### config.mk
export PLATFORM = sky130hd
export DESIGN_NAME = vga_write_scheduler
export DESIGN_NICKNAME = d
export VERILOG_FILES = /design/src/rtl/vga_pkg.sv /design/src/rtl/vga_pixel_reg.sv /design/src/rtl/vga_write_scheduler.sv
export SDC_FILE = /design/constraint.sdc
export NUM_CORES = 1
export LEC_CHECK = 0
export ABC_AREA = 1
export ABC_CLOCK_PERIOD_IN_PS = 4200
export BUFFER_PORTS_ARGS = -buffer_cell sky130_fd_sc_hd__buf_2
export CORE_MARGIN = 1
export CORE_UTILIZATION = 53
export DETAILED_ROUTE_END_ITERATION = 10
export PLACE_DENSITY = 0.86
export SKIP_CTS_REPAIR_TIMING = 1
export SYNTH_ARGS = -nofsm -noshare
export SYNTH_HDL_FRONTEND = slang
export SYNTH_SLANG_ARGS = --single-unit
### constraint.sdc
create_clock -name clk -period 4.2 [get_ports clk]
set_clock_uncertainty 0.2 [all_clocks]
set_input_delay 0.42 -clock clk [delete_from_list [all_inputs] [get_ports clk]]
set_output_delay 0.42 -clock clk [all_outputs]
set_load 0.05 [all_outputs]
### src/rtl/vga_pkg.sv
// Shared constants and FSM state encoding for the VGA write scheduler.
package vga_pkg;

  localparam int X_MAX        = 159;
  localparam int Y_MAX        = 119;
  localparam int COLOR_W      = 12;
  localparam int CLEAR_PIXELS = (X_MAX + 1) * (Y_MAX + 1);
  localparam int CNT_W        = 15;

  typedef enum logic [1:0] {
    ST_IDLE  = 2'd0,
    ST_CLEAR = 2'd1,
    ST_DRAW  = 2'd2
  } state_e;

endpackage

### src/rtl/vga_pixel_reg.sv
// Output register stage for the adapter's pixel port.
// Draw beats outside the visible frame are swallowed and reported through drop.
module vga_pixel_reg #(
  parameter int X_MAX   = vga_pkg::X_MAX,
  parameter int Y_MAX   = vga_pkg::Y_MAX,
  parameter int COLOR_W = vga_pkg::COLOR_W
) (
  input  logic               clk,
  input  logic               reset,
  input  logic               in_valid,
  input  logic               in_check,
  input  logic [7:0]         in_x,
  input  logic [7:0]         in_y,
  input  logic [COLOR_W-1:0] in_color,
  output logic [7:0]         vga_x,
  output logic [7:0]         vga_y,
  output logic [COLOR_W-1:0] vga_color,
  output logic               vga_plot,
  output logic               drop
);

  import vga_pkg::*;

  logic               in_range;
  logic               plot_d, plot_q;
  logic [7:0]         x_d, x_q;
  logic [7:0]         y_d, y_q;
  logic [COLOR_W-1:0] color_d, color_q;

  always_comb begin
    in_range = (in_x <= 8'(X_MAX)) && (in_y <= 8'(Y_MAX));
    plot_d   = in_valid && (!in_check || in_range);
    drop     = in_valid && in_check && !in_range;
    x_d      = x_q;
    y_d      = y_q;
    color_d  = color_q;
    // Coordinates only move on a real plot so the adapter sees stable values otherwise.
    if (plot_d) begin
      x_d     = in_x;
      y_d     = in_y;
      color_d = in_color;
    end
  end

  always_ff @(posedge clk) begin
    if (reset) begin
      plot_q  <= 1'b0;
      x_q     <= '0;
      y_q     <= '0;
      color_q <= '0;
    end else begin
      plot_q  <= plot_d;
      x_q     <= x_d;
      y_q     <= y_d;
      color_q <= color_d;
    end
  end

  assign vga_x     = x_q;
  assign vga_y     = y_q;
  assign vga_color = color_q;
  assign vga_plot  = plot_q;

endmodule

### src/rtl/vga_write_scheduler.sv
// Arbitrates the adapter's single pixel-write port between the clear engine
// and the draw engine: one exclusive full-frame clear, then draw traffic.
module vga_write_scheduler #(
  parameter int X_MAX        = vga_pkg::X_MAX,
  parameter int Y_MAX        = vga_pkg::Y_MAX,
  parameter int COLOR_W      = vga_pkg::COLOR_W,
  parameter int CLEAR_PIXELS = vga_pkg::CLEAR_PIXELS
) (
  input  logic               clk,
  input  logic               reset,
  input  logic               start_clear,
  input  logic               clr_valid,
  output logic               clr_ready,
  input  logic [7:0]         clr_x,
  input  logic [7:0]         clr_y,
  input  logic [COLOR_W-1:0] clr_color,
  input  logic               drw_valid,
  output logic               drw_ready,
  input  logic [7:0]         drw_x,
  input  logic [7:0]         drw_y,
  input  logic [COLOR_W-1:0] drw_color,
  output logic [7:0]         vga_x,
  output logic [7:0]         vga_y,
  output logic [COLOR_W-1:0] vga_color,
  output logic               vga_plot,
  output logic               clearing,
  output logic               clear_done,
  output logic               drop_sticky
);

  import vga_pkg::*;

  state_e             state_d, state_q;
  logic [CNT_W-1:0]   clr_cnt_d, clr_cnt_q;
  logic               clear_done_d, clear_done_q;
  logic               drop_sticky_d, drop_sticky_q;

  logic               clr_beat;
  logic               drw_beat;
  logic               last_beat;
  logic               sel_draw;
  logic               pix_valid;
  logic [7:0]         pix_x;
  logic [7:0]         pix_y;
  logic [COLOR_W-1:0] pix_color;
  logic               pix_drop;

  // Readies come from registered state only, so no valid-to-ready path exists.
  assign clr_ready = (state_q == ST_CLEAR);
  assign drw_ready = (state_q == ST_DRAW);
  assign clearing  = (state_q == ST_CLEAR);

  assign clr_beat  = clr_valid && clr_ready;
  assign drw_beat  = drw_valid && drw_ready;
  assign last_beat = (clr_cnt_q == CNT_W'(CLEAR_PIXELS - 1));

  always_comb begin
    state_d       = state_q;
    clr_cnt_d     = clr_cnt_q;
    clear_done_d  = 1'b0;
    drop_sticky_d = drop_sticky_q;

    case (state_q)
      ST_IDLE: begin
        if (start_clear) begin
          state_d   = ST_CLEAR;
          clr_cnt_d = '0;
        end
      end
      ST_CLEAR: begin
        if (clr_beat) begin
          if (last_beat) begin
            state_d      = ST_DRAW;
            clr_cnt_d    = '0;
            clear_done_d = 1'b1;
          end else begin
            clr_cnt_d = clr_cnt_q + 1'b1;
          end
        end
      end
      ST_DRAW: begin
        if (start_clear) begin
          state_d   = ST_CLEAR;
          clr_cnt_d = '0;
        end
      end
      default: begin
        state_d   = ST_IDLE;
        clr_cnt_d = '0;
      end
    endcase

    // A drop in the same cycle as start_clear is still recorded.
    if (start_clear) drop_sticky_d = 1'b0;
    if (pix_drop)    drop_sticky_d = 1'b1;
  end

  always_ff @(posedge clk) begin
    if (reset) begin
      state_q       <= ST_IDLE;
      clr_cnt_q     <= '0;
      clear_done_q  <= 1'b0;
      drop_sticky_q <= 1'b0;
    end else begin
      state_q       <= state_d;
      clr_cnt_q     <= clr_cnt_d;
      clear_done_q  <= clear_done_d;
      drop_sticky_q <= drop_sticky_d;
    end
  end

  assign clear_done  = clear_done_q;
  assign drop_sticky = drop_sticky_q;

  always_comb begin
    sel_draw  = (state_q == ST_DRAW);
    pix_valid = sel_draw ? drw_beat  : clr_beat;
    pix_x     = sel_draw ? drw_x     : clr_x;
    pix_y     = sel_draw ? drw_y     : clr_y;
    pix_color = sel_draw ? drw_color : clr_color;
  end

  vga_pixel_reg #(
    .X_MAX   (X_MAX),
    .Y_MAX   (Y_MAX),
    .COLOR_W (COLOR_W)
  ) u_pixel_reg (
    .clk       (clk),
    .reset     (reset),
    .in_valid  (pix_valid),
    .in_check  (sel_draw),
    .in_x      (pix_x),
    .in_y      (pix_y),
    .in_color  (pix_color),
    .vga_x     (vga_x),
    .vga_y     (vga_y),
    .vga_color (vga_color),
    .vga_plot  (vga_plot),
    .drop      (pix_drop)
  );

endmodule

Word level (Yosys, flattened, before mapping)
Index checks and enable logic that the tools add are counted.
- input port bits: 61
- flip-flop bits (word level): 48
- word-level logic and storage cells: 49
- output and inout port bits: 34
- bitwise logic cells: 2
- mux-type cells: 15
- add/sub/neg operators: 1
- $lt $le $gt $ge: 2
- equality and inequality tests: 6
- reductions and logical operators: 15
- operators with widths (operator ; number):
    $mux W15 ; 3
    $pmux W15 S2 ; 1
    $mux W8 ; 2
    $add A15 B1 Y15 const B ; 1
    $eq A15 B15 Y1 const B ; 1
    $mux W12 ; 1
    $le A8 B7 Y1 const B ; 1
    $le A8 B8 Y1 const B ; 1
    $logic_and A1 B1 Y1 ; 6
    $mux W2 ; 3
    $ne A2 B1 Y1 const B ; 3
    $mux W1 ; 4
    $pmux W2 S2 ; 1
    $reduce_and A3 Y1 ; 1
    $reduce_or A3 Y1 ; 1
    $eq A2 B1 Y1 const B ; 1
    $eq A2 B2 Y1 const B ; 1
    $logic_not A1 Y1 ; 2
    $logic_not A2 Y1 ; 1
    $not A1 Y1 ; 2
    $reduce_and A2 Y1 ; 1
    $reduce_bool A2 Y1 ; 1
    $reduce_or A2 Y1 ; 1
    $logic_or A1 B1 Y1 ; 1

Depth between registers and ports, before layout
Gate-level depths: netlist of the first run.
- depth after elaboration: 7
- mapped depth: 14
- gate-level depth less buffers: 12

By module
From an unflattened synthesis of the first run, not the netlist that was laid out.
- cells, all modules: 420
- area, all modules: 2703.8 µm²
- modules (own cells, without submodules) (module ; cells an instance ; seq. area each (µm²) ; instances ; area an instance (µm²)):
    vga_write_scheduler ; 251 ; 380.4 ; 1 ; 1378.8
    vga_pixel_reg ; 169 ; 580.6 ; 1 ; 1325.0

Worst setup path before layout of the first run
Ideal clock, no wire load.
- path type: flip-flop to flip-flop
- from: register state_q[1]
- to: register u_pixel_reg.color_q[11], in the netlist u_pixel_reg.vga_color[11]
- period minus slack after synthesis: 2160 ps
- path slack: 2040 ps
- buffers on the path: 4
- setup time: 113 ps
- stages on the path, launching flop included: 10
- data required time: 3887 ps
- data arrival time: 1848 ps
- cell sequence: dfxtp_1 buf_6 nor2_2 a22o_1 buf_2 nand2_4 buf_6 buf_6 nor2_1 nor2_1
- elaborated cells between the ends (all ways): 14
- classes of those cells: order compare: 2; eq/ne: 2; mux: 4; reduce/logical: 6
- RTL lines (item ; line ; text):
    from (decl) ; vga_write_scheduler.sv:33 ; state_e state_d, state_q;
    from (signal assigned) ; vga_write_scheduler.sv:105 ; state_q <= state_d;
    $eq A2 B1 Y1 ; -- ;
    net clearing ; vga_write_scheduler.sv:26 ; output logic clearing,
    $logic_and A1 B1 Y1 ; vga_write_scheduler.sv:53 ; assign clr_beat = clr_valid && clr_ready;
    $mux W1 ; vga_write_scheduler.sv:117 ; pix_valid = sel_draw ? drw_beat : clr_beat;
    $logic_and A1 B1 Y1 ; vga_pixel_reg.sv:32 ; plot_d = in_valid && (!in_check || in_range);
    to (signal assigned) ; vga_pixel_reg.sv:55 ; color_q <= color_d;
    to (decl) ; vga_pixel_reg.sv:28 ; logic [COLOR_W-1:0] color_d, color_q;
The timed path passes the listed nets, and every way through them passes these cells.
A chain may end at the register's enable or synchronous reset.

Worst setup path in the final report of the first run
- from: register state_q[1]
- to: register u_pixel_reg.y_q[3], in the netlist u_pixel_reg.vga_y[3]
- longest elaborated chain between the ends: 6
- elaborated cells between the ends (all ways): 13
- classes of those cells: order compare: 2; eq/ne: 2; mux: 3; reduce/logical: 6
- ends and longest elaborated chain (item ; line ; text):
    $eq A2 B2 Y1 ; vga_write_scheduler.sv:50, vga_write_scheduler.sv:116 ;
    $mux W8 (on tied branches) ; vga_write_scheduler.sv:118, vga_write_scheduler.sv:119 ;
    $le A8 B8 Y1 / $le A8 B7 Y1 (equally long branches) ; vga_pixel_reg.sv:31 ; in_range = (in_x <= 8'(X_MAX)) && (in_y <= 8'(Y_MAX));
    $logic_and A1 B1 Y1 ; vga_pixel_reg.sv:31 ;
    $logic_or A1 B1 Y1 ; vga_pixel_reg.sv:32 ;
    $logic_and A1 B1 Y1 ; vga_pixel_reg.sv:32 ;
    to (signal assigned) ; vga_pixel_reg.sv:54 ; y_q <= y_d;
    to (decl) ; vga_pixel_reg.sv:27 ; logic [7:0] y_d, y_q;
Several ways; a longest one is shown, not always the timed one.

==> reports/qor.yml, run 1 <==
status:
  status: "complete, no violations"
clocking:
  clock_sinks: 48
  cts_buffers: 5
  clock_latency_ps: 300
  cts_tree: "yes"
  cts_buffer_depth: 2
  cts.clk_slew.worst_paths_ps: 90
  htree_levels: 2
  root_buffer: "clkbuf_8"
global_route:
  grt_max_degree: 50
  gr-total-overflow: 0
  grt_pass1_vias: 2175
  top_usage_layer: "met2"
  grt_pass1_wl_um: 9450
  gr-usage-met2: 0.379
  use_met3: 0.0577
  grt_usage: 0.233
  grt_use_met1: 0.304
  antenna_found_initial: 0
run:
  drv_cap: 0
sta:
  drv_slew: 0
  finalSetupTns_ps: 0
  finalCriticalPeriod_ps: 2630
  finalHoldViolCount: 0
  setup_viol: 0
  finalWorstSetupSlack_ps: 1570
  worst_pin_slew_ps: 963
  min_period_over_period: 0.627
  rsz0062_at_grt: "false"
  max_freq_ghz: 0.380
  slew_headroom: 0.357
  timing.hold.ws_ps: 88.7
routing:
  route.vias.total: 2688
  wl_um: 6020
  wire_per_inst_um: 10.6
  vias_per_cell: 4.75
  firstDrtPassIters: 4
  drtIter0Drc: 191
  drtAntennaViolNets: 0
  drc_errors: 0
layout:
  multi_input_area_sq_mm: 0.00128
  layout_common_cells: "nand2_1 (133), buf_2 (94), nor2_1 (76), inv_1 (62), dfxtp_1 (48)"
  register_area_sq_um: 961
  drive_gt1_frac: 0.226
  final_cells: 566
  final_common_cell: "nand2_1"
  fill_cells: 428
  area_growth_pct: 21.1
  n_antenna_cell: 0
  nets: 560
setup_path:
  crit_path_end_kind: "flop"
  cp-start-kind: "flop"
  required_ps: 4210
  worstPathArrival_ps: 2640
  path_max_fanout: 49
  critPathKind: "reg -> reg"
logic_synthesis:
  syn_nets: 475
  ys_ff_latch: 48
  avgSynthCellArea_sq_um: 6.27
  syn_area_sq_mm: 0.00259
  synth_cell_types: 35
  yosysSeqAreaShare: 0.371
  yosys_warnings: 0
  syn_inst: 413
min_path:
  hp-class: "in -> reg"
placed_design:
  port_buffers: 94
  dp.cells: 558
  dp_slack_ps: 1570
  globalplace.congestion: 0.849
  dpl.hpwl_um: 4280
pwr:
  switching_share: 0.348
  combPwrFrac: 0.268
  pwr-share-clk: 0.267
  pwr-share-seq: 0.466
  power.internal_uw: 697
  p_leak_uw: 0.00180
  powerDensity_mw_per_mm2: 342
  ir_worst_vdd_uv: 176
  p_sw_uw: 373
floorplanning:
  start_util: 0.548
  num_io_pins: 95
  die-area_sq_mm: 0.00517
  std_cell_rows: 25
  die_h_um: 71.9
  fp.coreArea_sq_mm: 0.00472
  fp.dieW_um: 71.9
==> cell families (layout without fill, tap and decap cells) <==
group,count (synthesis),in the layout,share of synthesized area
DFF,48,48,0.371
AOI/OAI and AO/OA,18,18,0.0396
and+or+nand+nor,255,255,0.411
xor gates and xnor gates,2,2,0.00677
buffers and inverters,81,167,0.135
muxes,8,8,0.0309
adders and majority gates,1,1,0.00483
==> cell usage after synthesis (all sizes together) <==
library cell  instances  area share
nand3                17       0.035
a22o                  1      0.0034
buf                  12       0.033
and3                  1      0.0024
nand2               138        0.21
ha                    1      0.0048
nor2                 77        0.11
nor3b                 3      0.0087
and2                  1      0.0024
o21ai                 4      0.0077
a211oi                3      0.0087
dfxtp                48        0.37
xor2                  1      0.0034
nand4                 2      0.0048
nor4                  1      0.0024
nor3                  9       0.017
or2                   2      0.0048
xnor2                 1      0.0034
a31oi                 1      0.0024
clkbuf                4      0.0058
mux2i                 8       0.031
inv                  65       0.096
a21oi                 9       0.017
nand3b                4       0.012
==> through the flow <==
stage                util  power (uW)  cell area (sq um)
floorplan               -         726               2590
global placement    0.644         787               3040
detailed placement  0.644         793               3040
CTS                 0.663        1080               3130
global route        0.663        1130               3130
finish              0.663        1070               3130
==> final cells by class <==
cell class,instances,share of cell area
clock buffers,6,0.0264
clock inverters,2,0.00319
inverters,65,0.0795
multi-input cells,284,0.407
flip-flops and latches,48,0.307
well taps,67,0.0268
repair buffers,94,0.150
==> worst paths after layout <==
check / startpoint / slack (ps) / end / cells after the start
setup / recovery: state_q[1] / 1570 / u_pixel_reg.vga_y[3] / 11
hold reg to reg: clr_cnt_q[4] / 270 / clr_cnt_q[4] / 2
setup reg to reg: state_q[1] / 1570 / u_pixel_reg.vga_y[3] / 11
hold / removal: reset / 90 / drop_sticky / 2
==> power by group through the flow <==
stage,logic (uW),clock network (uW),registers [uW]
after global placement,279,0,508
after floorplan,133,0,593
after detailed placement,285,0,508
final,286,286,498
after global routing,314,310,502
after CTS,288,292,498
==> registers in the layout, summed over array words and instances, names as in the netlist <==
| name | cells |
|---|---|
| u_pixel_reg.vga_plot | 1 |
| clear_done | 1 |
| state_q | 2 |
| u_pixel_reg.vga_color | 12 |
| drop_sticky | 1 |
| u_pixel_reg.vga_x | 8 |
| u_pixel_reg.vga_y | 8 |
| clr_cnt_q | 15 |
==> critical path, stage by stage (launching register included) <==
cell and delay, ps:
dfxtp_1 490, nand2_2 460, inv_6 330, nand2_1 70, nand2_1 80, nand2_1 70
nand3_2 100, nand2_4 90, nand2_4 380, nand2_1 100, nand2_1 90, nor2_1 60
==> layer usage <==
metal,vias up,part of all wire
met3,9,0.065
met2,94,0.47
met1,1174,0.45
met4,0,0.015
met5,-,0
li1,1411,-
Power figures use the tool's default switching activity.
==> inputs of run 2 (changes only) <==
ABC_CLOCK_PERIOD_IN_PS = 2700   (was 4200)
CORE_UTILIZATION = 49   (was 53)
PLACE_DENSITY = 0.8   (was 0.86)
clock period = 2.7 ns   (was 4.2 ns; I/O delays follow)
==> reports/qor.yml, run 2 (synthesized netlist as in run 1, its figures left out) <==
status:
  status: "complete, no violations"
setup_path:
  rr_startpoint: "state_q[1]"
  crit_slowest_cell: "dfxtp_1"
  path_max_fanout: 49
  crit_path_end_kind: "flop"
  reg2reg_depth: 11
  required_ps: 2700
  rrSetupSlack_ps: 250
  cp_num_buf_inv: 1
  crit_start: "state_q[1]"
  r2r_end: "u_pixel_reg.vga_y[4]"
  cp_slowest_stage_delay_ps: 490
  cp-start-kind: "flop"
  critPathKind: "reg -> reg"
  crit_top_cell: "nand2_1"
  cp_top_family: "simple AND/OR/NAND/NOR gates"
  crit_chain: "nand2_2 > inv_6 > nand2_1 > nand2_1 > nand2_1 > nand3_2 > nand2_4 > nand2_4 > nand2_1 > nand2_1 > nor2_1"
  worstPathArrival_ps: 2450
run:
  drv_cap: 0
routing:
  wire_per_inst_um: 10.1
  firstDrtPassIters: 4
  wl_um: 5780
  drtAntennaViolNets: 0
  route.vias.total: 2610
  vias_per_cell: 4.56
  drtIter0Drc: 162
  drc_errors: 0
clocking:
  root_buffer: "clkbuf_8"
  cts_tree: "yes"
  cts_buffer_depth: 2
  clock_sinks: 48
  htree_levels: 2
  cts.clk_slew.worst_paths_ps: 90
  clock_latency_ps: 300
  cts_buffers: 5
pwr:
  power.internal_uw: 1160
  p_total_uw: 1740
  ir_worst_vdd_uv: 338
  pwr-share-clk: 0.297
  p_leak_uw: 0.00182
  combPwrFrac: 0.257
  p_sw_uw: 579
  powerDensity_mw_per_mm2: 546
  switching_share: 0.333
  pwr-share-seq: 0.446
layout:
  largest_reg_flops: 15
  register_area_sq_um: 961
  final_common_cell: "nand2_1"
  postLayoutCellArea_sq_mm: 0.00318
  largest-register: "clr_cnt_q"
  n_antenna_cell: 0
  multi_input_area_sq_mm: 0.00128
  nets: 563
  fill_cells: 478
  drive_gt1_frac: 0.227
  area_growth_pct: 22.8
  layout_common_cells: "nand2_1 (133), buf_2 (94), nor2_1 (76), inv_1 (62), dfxtp_1 (48)"
min_path:
  worstHoldStart: "start_clear"
  hp-class: "in -> reg"
  hold_end: "drop_sticky"
  hold-path-cell-count: 4
placed_design:
  dpl.hpwl_um: 4250
  globalplace.congestion: 0.852
  placed_cell_area_sq_mm: 0.00306
  port_buffers: 94
sta:
  rsz0062_at_grt: "false"
  finalSetupTns_ps: 0
  finalCriticalPeriod_ps: 2450
  setup_viol: 0
  finalHoldViolCount: 0
  worst_pin_slew_ps: 485
  slew_headroom: 0.675
  drv_slew: 0
  max_freq_ghz: 0.408
  min_period_over_period: 0.907
floorplanning:
  fp.coreArea_sq_mm: 0.00511
  start_util: 0.507
  die_h_um: 74.7
  std_cell_rows: 26
  die-area_sq_mm: 0.00557
  fp.dieW_um: 74.7
  num_io_pins: 95
global_route:
  antenna_found_initial: 0
  grt_pass1_wl_um: 9050
  grt_max_degree: 50
  gr-total-overflow: 0
  grt_pass1_vias: 2139
  grt_usage: 0.210
run 2: changes by cell type in the layout (fill, tap and decap cells not counted):
cell / previous run / this run
buf_4: 0 / 2
bufinv_16: 0 / 1
clkbuf_1: 0 / 1
clkbuf_8: 6 / 5
clkinv_2: 2 / 1
dlygate4sd3_1: 0 / 1
run 2: how the worst max path moves through the flow:
stage	to	cells after the start
after global routing	u_pixel_reg.vga_y[4]	11
final	u_pixel_reg.vga_y[4]	11
after floorplan	u_pixel_reg.vga_x[7]	9
after global placement	u_pixel_reg.vga_x[7]	8
after CTS	u_pixel_reg.vga_x[0]	11
after detailed placement	u_pixel_reg.vga_x[0]	11
run 2: worst min-delay path, stage by stage:
cell,delay [ps]
buf_2,70
inv_1,50
nand2_1,60
a21oi_1,50
run 2: metrics by stage:
step / hold WS [ps] / util / instances / setup slack [ps]
after floorplan: 139 / - / 413 / 540
after global placement: 248 / 0.599 / 563 / 341
after detailed placement: 253 / 0.599 / 563 / 274
after CTS: -62.0 / 0.620 / 571 / 256
after global routing: 69.3 / 0.622 / 572 / 2.22
final: 40.4 / 0.622 / 572 / 250
run 2: area by class of cell:
cell class                      instances  area share
Multi-Input combinational cell        284       0.402
Sequential cell                        48       0.302
Timing Repair Buffer                   97       0.156
Inverter                               65      0.0784
Tap cell                               70      0.0276
Clock buffer                            6      0.0228
Clock inverter                          2      0.0110
run 2: layer usage:
metal / global-route usage / up-vias / share of wire
met2: 0.347 / 75 / 0.46
met3: 0.0509 / 9 / 0.057
met4: 0.0776 / 0 / 0.020
met5: 0 / - / 0
met1: 0.267 / 1110 / 0.46
li1: - / 1416 / -
run 2: power groups by stage:
stage          logic (uW)  registers [uW]  clock network (uW)
2_1_floorplan         207             922                   0
3_3_place_gp          437             790                   0
3_5_place_dp          445             790                   0
4_1_cts               446             774                 525
5_1_grt               492             781                 554
6_report              446             774                 516
